$ cat src/rtl/ifetch_bridge_pkg.sv
// Shared constants for the instruction-fetch memory bridge.
// Width defaults mirror the core-wide fetch and instruction widths.
package ifetch_bridge_pkg;

  localparam int unsigned PC_WIDTH    = 32;
  localparam int unsigned INSTR_WIDTH = 32;
  localparam int unsigned MEM_AW      = 14;
  localparam int unsigned FIFO_DEPTH  = 4;

  localparam logic [PC_WIDTH-1:0] BASE_ADDR = 32'h8000_0000;

endpackage

$ cat src/rtl/ifetch_bridge_if.sv
// Fetch request/response handshake plus SRAM port, grouped as one bus.
// The slave modport is the bridge's view; master is the fetch unit/SRAM side.
interface ifetch_bridge_if #(
  parameter int unsigned PC_WIDTH    = ifetch_bridge_pkg::PC_WIDTH,
  parameter int unsigned INSTR_WIDTH = ifetch_bridge_pkg::INSTR_WIDTH,
  parameter int unsigned MEM_AW      = ifetch_bridge_pkg::MEM_AW
);

   logic                   if_req_valid_i;
   logic                   if_req_ready_o;
   logic [PC_WIDTH-1:0]    if_req_pc_i;
   logic                   if_resp_valid_o;
   logic                   if_resp_ready_i;
   logic                   if_resp_err_o;
   logic [INSTR_WIDTH-1:0] if_resp_instr_o;
   logic                   mem_en_o;
   logic [MEM_AW-1:0]      mem_addr_o;
   logic [INSTR_WIDTH-1:0] mem_rdata_i;

   modport slave (
      input  if_req_valid_i, if_req_pc_i, if_resp_ready_i, mem_rdata_i,
      output if_req_ready_o, if_resp_valid_o, if_resp_err_o, if_resp_instr_o,
             mem_en_o, mem_addr_o
   );

   modport master (
      output if_req_valid_i, if_req_pc_i, if_resp_ready_i, mem_rdata_i,
      input  if_req_ready_o, if_resp_valid_o, if_resp_err_o, if_resp_instr_o,
             mem_en_o, mem_addr_o
   );

endinterface

$ cat src/rtl/ifetch_bridge_sync_fifo.sv
// Synchronous FIFO with clear; head data reads as zero while empty.
// Push and pop may coincide at any occupancy, including full.
module sync_fifo #(
   parameter int unsigned WIDTH = 33,
   parameter int unsigned DEPTH = 4,
   localparam int unsigned AW   = $clog2(DEPTH)
) (
   input  logic             clk,
   input  logic             rst,
   input  logic             clr,
   input  logic             push,
   input  logic             pop,
   input  logic [WIDTH-1:0] wdata,
   output logic [WIDTH-1:0] rdata,
   output logic             empty,
   output logic             full,
   output logic [AW:0]      count
);

   logic [WIDTH-1:0] mem_q [DEPTH];
   logic [AW:0]      wptr_q, rptr_q;
   logic             do_push, do_pop;

   // Extra pointer bit distinguishes full from empty.
   assign count   = wptr_q - rptr_q;
   assign empty   = (count == '0);
   assign full    = (count == (AW+1)'(DEPTH));
   assign do_pop  = pop && !empty;
   assign do_push = push && (!full || do_pop);
   assign rdata   = empty ? '0 : mem_q[rptr_q[AW-1:0]];

   always_ff @(posedge clk) begin
      if (rst || clr) begin
         wptr_q <= '0;
         rptr_q <= '0;
      end else begin
         if (do_push) wptr_q <= wptr_q + 1'b1;
         if (do_pop)  rptr_q <= rptr_q + 1'b1;
      end
   end

   always_ff @(posedge clk) begin
      if (do_push && !rst && !clr) mem_q[wptr_q[AW-1:0]] <= wdata;
   end

endmodule

$ cat src/rtl/ifetch_bridge.sv
// Fetch-side SRAM bridge: fault check, one-cycle S1 stage for the SRAM read,
// and a credit-limited in-order response FIFO that flush/reset empties.
module ifetch_bridge
   import ifetch_bridge_pkg::*;
#(
   parameter int unsigned FIFO_DEPTH = ifetch_bridge_pkg::FIFO_DEPTH
) (
   input  logic             clk,
   input  logic             rst,
   input  logic             flush_i,
   ifetch_bridge_if.slave   bus
);

   localparam int unsigned CW = $clog2(FIFO_DEPTH);

   logic [PC_WIDTH-1:0] pc_off;
   logic                misaligned, out_of_range, fault, accept;
   logic                s1_valid_q, s1_err_q;
   logic [CW:0]         fifo_count;
   logic [CW+1:0]       in_flight;
   logic                fifo_empty, fifo_full;
   logic [INSTR_WIDTH:0] fifo_wdata, fifo_rdata;
   logic                unused_off;

   // Below-base addresses wrap to huge offsets and so fault as out of range.
   assign pc_off       = bus.if_req_pc_i - BASE_ADDR;
   assign misaligned   = |bus.if_req_pc_i[1:0];
   assign out_of_range = |pc_off[PC_WIDTH-1:MEM_AW+2];
   assign fault        = misaligned || out_of_range;
   assign unused_off   = ^pc_off[1:0];

   // No lookahead on a same-cycle pop keeps resp_ready off the req_ready path.
   assign in_flight          = (CW+2)'(s1_valid_q) + (CW+2)'(fifo_count);
   assign bus.if_req_ready_o = !rst && !flush_i && (in_flight < (CW+2)'(FIFO_DEPTH));
   assign accept             = bus.if_req_valid_i && bus.if_req_ready_o;

   assign bus.mem_en_o   = accept && !fault;
   assign bus.mem_addr_o = pc_off[MEM_AW+1:2];

   always_ff @(posedge clk) begin
      if (rst || flush_i) begin
         s1_valid_q <= 1'b0;
         s1_err_q   <= 1'b0;
      end else begin
         s1_valid_q <= accept;
         s1_err_q   <= accept && fault;
      end
   end

   assign fifo_wdata = {s1_err_q, s1_err_q ? '0 : bus.mem_rdata_i};

   sync_fifo #(
      .WIDTH (INSTR_WIDTH + 1),
      .DEPTH (FIFO_DEPTH)
   ) u_resp_fifo (
      .clk   (clk),
      .rst   (rst),
      .clr   (flush_i),
      .push  (s1_valid_q),
      .pop   (bus.if_resp_valid_o && bus.if_resp_ready_i),
      .wdata (fifo_wdata),
      .rdata (fifo_rdata),
      .empty (fifo_empty),
      .full  (fifo_full),
      .count (fifo_count)
   );

   assign bus.if_resp_valid_o = !fifo_empty;
   assign bus.if_resp_err_o   = fifo_rdata[INSTR_WIDTH];
   assign bus.if_resp_instr_o = fifo_rdata[INSTR_WIDTH-1:0];

   logic unused_full;
   assign unused_full = fifo_full;

endmodule
$ cat src/flat_wrapper.sv
// flat-port wrapper written by rule: the top's interface ports become plain ports
module ifetch_bridge_flat import ifetch_bridge_pkg::*;
#(
   parameter int unsigned FIFO_DEPTH = ifetch_bridge_pkg::FIFO_DEPTH
)
  (clk, rst, flush_i, bus_if_req_valid_i, bus_if_req_pc_i, bus_if_resp_ready_i, bus_mem_rdata_i, bus_if_req_ready_o, bus_if_resp_valid_o, bus_if_resp_err_o, bus_if_resp_instr_o, bus_mem_en_o, bus_mem_addr_o);
  ifetch_bridge_if bus_i ();
  input  logic clk;
  input  logic rst;
  input  logic flush_i;
  input wire logic [$bits(bus_i.if_req_valid_i)-1:0] bus_if_req_valid_i;
  input wire logic [$bits(bus_i.if_req_pc_i)-1:0] bus_if_req_pc_i;
  input wire logic [$bits(bus_i.if_resp_ready_i)-1:0] bus_if_resp_ready_i;
  input wire logic [$bits(bus_i.mem_rdata_i)-1:0] bus_mem_rdata_i;
  output wire logic [$bits(bus_i.if_req_ready_o)-1:0] bus_if_req_ready_o;
  output wire logic [$bits(bus_i.if_resp_valid_o)-1:0] bus_if_resp_valid_o;
  output wire logic [$bits(bus_i.if_resp_err_o)-1:0] bus_if_resp_err_o;
  output wire logic [$bits(bus_i.if_resp_instr_o)-1:0] bus_if_resp_instr_o;
  output wire logic [$bits(bus_i.mem_en_o)-1:0] bus_mem_en_o;
  output wire logic [$bits(bus_i.mem_addr_o)-1:0] bus_mem_addr_o;
  assign bus_i.if_req_valid_i = bus_if_req_valid_i;
  assign bus_i.if_req_pc_i = bus_if_req_pc_i;
  assign bus_i.if_resp_ready_i = bus_if_resp_ready_i;
  assign bus_i.mem_rdata_i = bus_mem_rdata_i;
  assign bus_if_req_ready_o = bus_i.if_req_ready_o;
  assign bus_if_resp_valid_o = bus_i.if_resp_valid_o;
  assign bus_if_resp_err_o = bus_i.if_resp_err_o;
  assign bus_if_resp_instr_o = bus_i.if_resp_instr_o;
  assign bus_mem_en_o = bus_i.mem_en_o;
  assign bus_mem_addr_o = bus_i.mem_addr_o;
  ifetch_bridge #(.FIFO_DEPTH(FIFO_DEPTH)) u_core (.clk(clk), .rst(rst), .flush_i(flush_i), .bus(bus_i));
endmodule
$ cat config.mk
export PLATFORM = sky130hd
export DESIGN_NAME = ifetch_bridge_flat
export DESIGN_NICKNAME = d
export VERILOG_FILES = /design/src/rtl/ifetch_bridge_pkg.sv /design/src/rtl/ifetch_bridge_if.sv /design/src/rtl/ifetch_bridge_sync_fifo.sv /design/src/rtl/ifetch_bridge.sv /design/src/flat_wrapper.sv
export SDC_FILE = /design/constraint.sdc
export NUM_CORES = 1
export LEC_CHECK = 0
export ABC_AREA = 1
export BUFFER_PORTS_ARGS = -buffer_cell sky130_fd_sc_hd__clkbuf_2
export CAP_MARGIN = 40
export CORE_UTILIZATION = 45
export CTS_CLUSTER_SIZE = 24
export DETAILED_ROUTE_END_ITERATION = 7
export PLACE_DENSITY = 0.69
export SETUP_SLACK_MARGIN = 0.1
export SYNTH_ARGS = -nofsm -noshare
export SYNTH_HDL_FRONTEND = slang
export SYNTH_SLANG_ARGS = --single-unit
$ cat constraint.sdc
create_clock -name clk -period 4.1 [get_ports clk]
set_clock_uncertainty 0.05 [all_clocks]
set_input_delay 0.82 -clock clk [delete_from_list [all_inputs] [get_ports clk]]
set_output_delay 0.82 -clock clk [all_outputs]
set_load 0.005 [all_outputs]
Yosys cells after proc, flatten, opt, wreduce, memory -nomap -nowiden. Memory sizes are Yosys's and may differ from the RTL's. A register that Yosys moved wholly into a read port is not among the register bits. Cells that the tools add are included.

Output and inout port bits: 50. Memories kept: 1. Bits in registers: 8. Bits of input ports: 69. RAM bits: 132.

Reduce and logical (&&, ||, !) cells: 21. Muxes and demuxes: 6. $lt $le $gt $ge: 1. $add $sub $neg: 5. Equality and inequality tests: 1.

Memories: u_core.u_resp_fifo.mem_q (depth 4, bits a word 33, read ports 1, clocked after Yosys merged registers in 1, write ports 1, RTL line ifetch_bridge_sync_fifo.sv:20) `logic [WIDTH-1:0] mem_q [DEPTH];`.

Operator list (count): 33-bit 2-to-1 mux (1); 32-bit 2-to-1 mux (1); 32-bit subtractor (second input constant) (1); 16-bit OR reduction (1); 1-bit logical AND (10); 3-bit by 1-bit adder with 3-bit output (second input constant) (2); 1-bit zero test (5); 1-bit by 3-bit adder with 4-bit output (1); 4-bit by 3-bit less-than comparator with 1-bit output (second input constant) (1); 2-bit 2-to-1 mux (2); 3-bit equality test (second input constant) (1); 3-bit zero test (1); 1-bit logical OR (3); 3-bit subtractor (1); 1-bit 2-to-1 mux (2); 2-bit OR reduction (1).

Logic depth before layout (Yosys ltp). Gate-level depths: netlist of run 1.

Depth in word-level cells: 11. Mapped depth: 12. Gate-level depth less buffers: 12.

Hierarchy. Synthesis of run 1 repeated with hierarchy kept, for this count alone.

Cell total of the unflattened synthesis: 576. Area, all modules: 6246.0 µm².

By module, submodules not included: sync_fifo (times used 1, cells each 462, area an instance 5705.5 µm², sequential area each 4124.0 µm²); ifetch_bridge (times used 1, cells each 114, area an instance 540.5 µm², sequential area each 40.0 µm²).

Least setup slack after synthesis of run 1. OpenSTA, ideal clock, no wires.

Path kind: flip-flop to flip-flop. From: reg u_core.u_resp_fifo.wptr_q[0]. To: mem u_core.u_resp_fifo.mem_q[0][0] (enable). Arrival: 3.077 ns. Path slack: 0.550 ns. Data required time: 3.627 ns. Cell stages (with the launch flop): 13. Cells stage by stage: dfxtp_1 inv_1 ha_1 fa_1 inv_1 nand2_1 nand2_1 nand2_1 nand3_1 nand2_1 inv_1 nand2_1 nor2_1.

Word-level cells in the longest chain between the ends: 11.

Ends and longest elaborated chain: start: declaration (RTL line ifetch_bridge_sync_fifo.sv:21) `logic [AW:0] wptr_q, rptr_q;`; start signal: assignment (RTL line ifetch_bridge_sync_fifo.sv:37) `if (do_push) wptr_q <= wptr_q + 1'b1;`; 3-bit subtractor (RTL line ifetch_bridge_sync_fifo.sv:25) `assign count = wptr_q - rptr_q;`; 3-bit zero test (RTL line ifetch_bridge_sync_fifo.sv:26) `assign empty = (count == '0);`; 1-bit zero test (RTL line ifetch_bridge_sync_fifo.sv:28, ifetch_bridge.sv:68); 1-bit logical AND (RTL line ifetch_bridge.sv:60) `.pop (bus.if_resp_valid_o && bus.if_resp_ready_i),`; 1-bit logical AND (RTL line ifetch_bridge_sync_fifo.sv:28) `assign do_pop = pop && !empty;`; 1-bit logical OR (RTL line ifetch_bridge_sync_fifo.sv:29) `assign do_push = push && (!full || do_pop);`; 1-bit logical AND (RTL line ifetch_bridge_sync_fifo.sv:29); 1-bit logical AND (2 in a row) (RTL line ifetch_bridge_sync_fifo.sv:43) `if (do_push && !rst && !clr) mem_q[wptr_q[AW-1:0]] <= wdata;`; 1-bit 2-to-1 mux (RTL line ifetch_bridge_sync_fifo.sv:43); 1-bit 2-to-1 mux (not written as such) (RTL line ifetch_bridge_sync_fifo.sv:43); end: declaration (RTL line ifetch_bridge_sync_fifo.sv:20).

Parallel ways exist; a longest one is shown, timed or not.

Worst setup path after layout of run 1.
From: reg u_core.u_resp_fifo.wptr_q[0]. To: out bus_if_resp_instr_o[22].

Word-level cells in the longest chain between the ends: 3.

Ends and longest elaborated chain: 3-bit subtractor (RTL line ifetch_bridge_sync_fifo.sv:25); 3-bit zero test (RTL line ifetch_bridge_sync_fifo.sv:26); 33-bit 2-to-1 mux (RTL line ifetch_bridge_sync_fifo.sv:30) `assign rdata = empty ? '0 : mem_q[rptr_q[AW-1:0]];`; end: declaration (RTL line flat_wrapper.sv:18) `output wire logic [$bits(bus_i.if_resp_instr_o)-1:0] bus_if_resp_instr_o;`.

No other way between the ends.

==> run summary, run 1 <==
Cells after Synth = 532
Layout cells sized above 1 = 23.4%
Post-DRT Antenna Nets = 0
RSZ-0062 raised after global routing = no
CTS tree = built
Max-slew headroom = 41.4%
Routed vias/inst = 5.04
FF+latch count, synth = 142
Leak Pwr = 3.02 nW
Vias in the first global route = 3,961
Peak supply drop = 0.000246 V
Hold_buf cts = 0
Largest net degree at the start of global routing = 37
Ys Warns = 0
Slew @ Worst Pin = 0.879 ns
Final #Nets = 691
CTS resizes = 0
Worst-skew pair later-pin latency = 0.42 ns
Gp weighted congestion = 0.809
Clock buffer depth = 2
Worst path slowest cell = fa_1
Hold Path Origin = u_core.u_resp_fifo.wptr_q[1]
Period Utilization, post-route = 81.3%
Most frequent CP cell = inv_1
CP Max Fanout = 19
Via count = 4,055
Post-synthesis mux area share = 5.33%
Setup violators final = 0
Port Buffers = 90
Final Slew Violations = 0
Pwr dens = 466 mW/mm2
Hold/Removal Path Class = flip-flop to flip-flop
Status = complete, no violations
Startpoint types = flip-flop
Most common cell after layout, fill and taps aside = edfxtp_1
Final setup TNS = 0 ns
Antenna Cells = 0
Largest family of logic cells by synthesized area = simple AND/OR/NAND/NOR gates
Post-Synth XOR/XNOR Area = 0.283%
First-pass GRT wire length = 20.0 mm
Routed wire per std cell = 15.4 um
Post-CTS Setup Inserts = 0
Total Die Area = 0.0142 mm2
Dpl hpwl = 7.53 mm
Max stage delay on crit path = 0.43 ns
Synth Area in Simple Gates = 10.2%
Antenna violations before repair = 0
Gr usage total = 18.7%
Fin crit period = 3.33 ns
Final WL = 12.4 mm
Synth cell types = 24
CTS root buf = clkbuf_16
Final Hold Viols = 0
Drt drc = 0
Worst hold slack = 0.510 ns
Net count after synthesis = 608
Core Rows = 42
Total gr overflow = 0
DP Cell Count = 772
Syn_area_per_cell = 11.6 um2
Worst setup EP type = output port
Synth Area in Compound Gates = 6.30%
Starting DRT DRC Count = 373
Die W = 119 um
Clock-pin slew on the worst setup and hold paths = 0.06 ns
Crit path cell chain = inv_1 -> ha_1 -> fa_1 -> inv_1 -> nand3_1 -> nand3_2 -> buf_4 -> nand2_1 -> inv_1 -> clkbuf_2
Synthesis-to-layout area growth = 18.4%
Adder-Cell Fraction of Synth Area = 1.53%
F_max = 300 MHz
Worst R2R Start = u_core.u_resp_fifo.wptr_q[0]
Worst EP arrival = 2.46 ns
Core Util, Final = 55.0%
TritonCTS Buffers = 17
CTS H-tree lvls = 4
Commonest cells after routing, fill and taps aside = edfxtp_1, clkbuf_2, nor2_1, inv_1, nand2_1
Clock sinks = 142
Worst EP required = 3.23 ns
Critical path class = flip-flop to output port
Crit path from = u_core.u_resp_fifo.wptr_q[0]
Seq/Total Area, Yosys = 67.2%
Pre-Repair DR Iteration Count = 7
Die height = 119 um
I/O pin cnt = 119
Core area = 0.0133 mm2
Layout Cells excl Fill = 804
Initial Utilization = 46.4%
Synthesized area = 0.00620 mm2
Count of max-cap constraint violations = 0
-- worst paths after layout --
kind,endpoint,slack [ns],depth (start not counted)
min reg2reg,u_core.u_resp_fifo.wptr_q[1],0.51,2
min,u_core.u_resp_fifo.wptr_q[1],0.51,2
max,bus_if_resp_instr_o[22],0.77,10
max reg2reg,u_core.u_resp_fifo.mem_q[3][5],0.90,13
-- per-stage QoR --
stage | cell area [um2] | power [mW] | setup WS (ns)
2_1_floorplan | 6200 | 1.84 | 0.550
3_3_place_gp | 6750 | 1.93 | 1.08
3_5_place_dp | 6750 | 1.94 | 0.960
4_1_cts | 7340 | 3.44 | 0.770
5_1_grt | 7340 | 3.54 | 0.608
6_report | 7340 | 3.42 | 0.765
-- routing by layer --
metal / vias to the layer above / wire, um / global-route usage (%)
met3: 21 / 640 / 4.89
met1: 1948 / 5640 / 24.9
met5: - / 0 / 0
met2: 126 / 5880 / 29.3
met4: 0 / 208 / 7.89
li1: 1960 / - / -
-- power breakdown --
group	switching (mW)	total (mW)	internal, mW
clock	0.611	1.51	0.903
sequential	0.0209	1.62	1.60
combinational	0.172	0.286	0.114
-- state kept, by name (all words and copies together) (netlist names), named ones only --
| name | flops |
|---|---|
| u_core.u_resp_fifo.mem_q | 132 |
| u_core.u_resp_fifo.rptr_q | 3 |
| u_core.u_resp_fifo.wptr_q | 3 |
| u_core.s1_err_q | 1 |
| u_core.s1_valid_q | 1 |
-- cell usage after synthesis --
| master | number | area (um2) |
|---|---|---|
| nor2_1 | 90 | 338 |
| buf_6 | 7 | 78.8 |
| inv_2 | 3 | 11.3 |
| a21oi_2 | 1 | 8.76 |
| ha_1 | 6 | 75.1 |
| clkbuf_1 | 12 | 45.0 |
| o22ai_1 | 33 | 206 |
| mux2i_1 | 33 | 330 |
| nor4_1 | 1 | 6.26 |
| nand3_1 | 8 | 40.0 |
| nand3b_1 | 2 | 15.0 |
| fa_1 | 1 | 20.0 |
| edfxtp_1 | 132 | 3960 |
| nand3_2 | 2 | 20.0 |
| dfxtp_1 | 10 | 200 |
| nand2_1 | 54 | 203 |
| xor2_1 | 2 | 17.5 |
| nand2_2 | 1 | 6.26 |
| buf_4 | 16 | 120 |
| buf_2 | 3 | 15.0 |
| o21ai_0 | 33 | 165 |
| a21oi_1 | 2 | 10.0 |
| inv_1 | 79 | 297 |
| nor3_1 | 1 | 5.00 |
-- cell families (layout without fill, tap and decap cells) --
group           Yosys count  in the layout
mux                      33             33
flops                   142            142
xor+xnor                  2              2
compound gates           69             69
buf+inv                 120            216
fa+ha+maj                 7              7
simple gates            159            159
-- layout make-up --
type / instances / area, um2
Sequential cell: 142 / 4170
Clock inverter: 15 / 163
Tap cell: 176 / 220
Inverter: 82 / 308
Multi-Input combinational cell: 270 / 1500
Clock buffer: 17 / 425
Fill cell: 1156 / 6010
Timing Repair Buffer: 102 / 553
-- worst max-delay path: cells and delay by family (launching register included) --
family                   cells  cell delay, ns
buffers and inverters        5            0.66
adder cells (fa/ha/maj)      2            0.65
AND/OR/NAND/NOR              3            0.33
flip-flops                   1            0.40
(Power assumes the default switching activity.)
==> run 2, diff against run 1 <==
==> constraint.sdc (replaced) <==
create_clock -name clk -period 3.3 [get_ports clk]
set_clock_uncertainty 0.05 [all_clocks]
set_input_delay 0.66 -clock clk [delete_from_list [all_inputs] [get_ports clk]]
set_output_delay 0.66 -clock clk [all_outputs]
set_load 0.005 [all_outputs]
==> run 2 against run 1 <==
- critical path depth unchanged
- combinational power up 33%
- cell area is essentially flat
- hold slack got worse by 0.072 ns
- clock power grew 14%
- register-to-register slack got worse by 0.45 ns
- power increased by 20%
- die area unchanged
- largest cell class unchanged
==> run summary, run 2 (synthesized netlist as in run 1, its figures left out) <==
Dpl hpwl = 7.40 mm (-1.6%)
Die height = 119 um (unchanged)
DP Cell Count = 771 (-0.13%)
Antenna Cells = 0 (unchanged)
Final Slew Violations = 0 (unchanged)
CTS H-tree lvls = 4 (unchanged)
Vias in the first global route = 4,017 (+1.4%)
Worst EP required = 2.59 ns (-0.64 ns)
Layout cells sized above 1 = 22.4% (-1.0 points)
Final Hold Viols = 0 (unchanged)
Routed vias/inst = 4.97 (-1.4%)
RSZ-0062 raised after global routing = no
Commonest cells after routing, fill and taps aside = edfxtp_1, clkbuf_2, nor2_1, inv_1, nand2_1
Worst EP arrival = 2.30 ns (-0.16 ns)
Pre-Repair DR Iteration Count = 4 (-3)
CTS root buf = clkbuf_16
Status = complete, no violations
Worst setup EP type = output port
Hold/Removal Path Class = input port to flip-flop
Drt drc = 0 (unchanged)
Total Die Area = 0.0142 mm2 (unchanged)
Core Rows = 42 (unchanged)
Via count = 3,987 (-1.7%)
CTS tree = built
Most common cell after layout, fill and taps aside = edfxtp_1
Max reg flops = 132 (unchanged)
Clock-pin slew on the worst setup and hold paths = 0.05 ns (about the same)
Pwr dens = 561 mW/mm2 (+20%)
Total gr overflow = 0 (unchanged)
Routed wire per std cell = 15.4 um (about the same)
Starting DRT DRC Count = 206 (-45%)
Leak Pwr = 3.03 nW (+0.24%)
Core area = 0.0133 mm2 (unchanged)
Initial Utilization = 46.4% (unchanged)
First-pass GRT wire length = 19.5 mm (-2.5%)
Final WL = 12.3 mm (-0.19%)
TritonCTS Buffers = 17 (unchanged)
Peak supply drop = 0.000332 V (+35%)
Period Utilization, post-route = 91.2%
F_max = 332 MHz
Gp weighted congestion = 0.755 (-6.7%)
I/O pin cnt = 119 (unchanged)
Layout Cells excl Fill = 802 (-0.25%)
Place WS = 0.361 ns (-0.599 ns)
Count of max-cap constraint violations = 0 (unchanged)
Startpoint types = flip-flop
Port Buffers = 90 (unchanged)
Gr usage total = 18.1% (-0.66 points)
Fin crit period = 3.01 ns
Setup violators final = 0 (unchanged)
Die W = 119 um (unchanged)
Clock sinks = 142 (unchanged)
CP Max Fanout = 10 (-9)
Final worst setup slack = 0.291 ns (-0.475 ns)
Critical path class = flip-flop to output port
Slew @ Worst Pin = 0.848 ns (-0.0311 ns)
Final #Nets = 692 (+0.14%)
Synthesis-to-layout area growth = 18.4% (about the same)
# fillers = 1,172 (+1.4%)
Worst-skew pair later-pin latency = 0.41 ns (about the same)
Clock buffer depth = 2 (unchanged)
Max-slew headroom = 43.5% (+2.1 points)
Largest net degree at the start of global routing = 51 (+38%)
Post-DRT Antenna Nets = 0 (unchanged)
Antenna violations before repair = 0 (unchanged)
-- run 2: cell type report --
type	instances	area (um2)	area share, %
Inverter	82	308	4.20
Timing Repair Buffer	103	598	8.15
Sequential cell	142	4170	56.9
Clock inverter	10	100	1.36
Tap cell	176	220	3.00
Clock buffer	19	433	5.90
Multi-Input combinational cell	270	1500	20.5
-- run 2: timing repair --
item                                    CTS  global route
pin swaps                                 1             1
endpoints found under the setup margin   24            26
endpoints found under the hold margin     0             0
hold buffers                              0             0
setup buffers                             0             2
resized for setup                         1             1
-- run 2: metal layers --
layer	vias to the layer above	share of wire [%]	global-route usage, %
li1	1952	-	-
met1	1914	44	21.7
met2	109	51	31.1
met3	12	4.8	5.03
met4	0	0.95	6.48
met5	-	0	0
-- run 2: worst paths after layout --
kind / start / end / slack, ns / cells after the start
max reg2reg: u_core.u_resp_fifo.wptr_q[0] / u_core.u_resp_fifo.mem_q[3][18] / 0.45 / 13
min reg2reg: u_core.u_resp_fifo.wptr_q[0] / u_core.u_resp_fifo.wptr_q[0] / 0.47 / 2
min: bus_if_req_valid_i / u_core.s1_valid_q / 0.44 / 3
max: u_core.u_resp_fifo.wptr_q[0] / bus_if_resp_instr_o[24] / 0.29 / 10
-- run 2: worst max-delay path, cell delays in order (launching register included) --
cell	delay, ns
dfxtp_2	0.36
inv_1	0.09
ha_1	0.21
fa_1	0.41
inv_1	0.09
nand3_1	0.15
nand3_4	0.13
buf_4	0.19
nand2_1	0.07
inv_1	0.07
clkbuf_2	0.10
-- run 2: where the power goes --
group | internal, mW | leakage (nW) | switching (mW)
registers | 1.99 | 1.28 | 0.0221
logic | 0.159 | 1.49 | 0.220
clock network | 1.08 | 0.256 | 0.642
-- run 2: per-stage QoR --
step           hold WS [ns]  power [mW]  setup TNS (ns)  util [%]  area (um2)
2_1_floorplan         0.445        2.28          -33.02         -        6200
3_3_place_gp          0.468        2.41               0      50.7        6770
3_5_place_dp          0.476        2.42               0      50.7        6770
4_1_cts               0.425        4.14               0      54.7        7310
5_1_grt               0.458        4.26               0      54.9        7330
6_report              0.438        4.11               0      54.9        7330
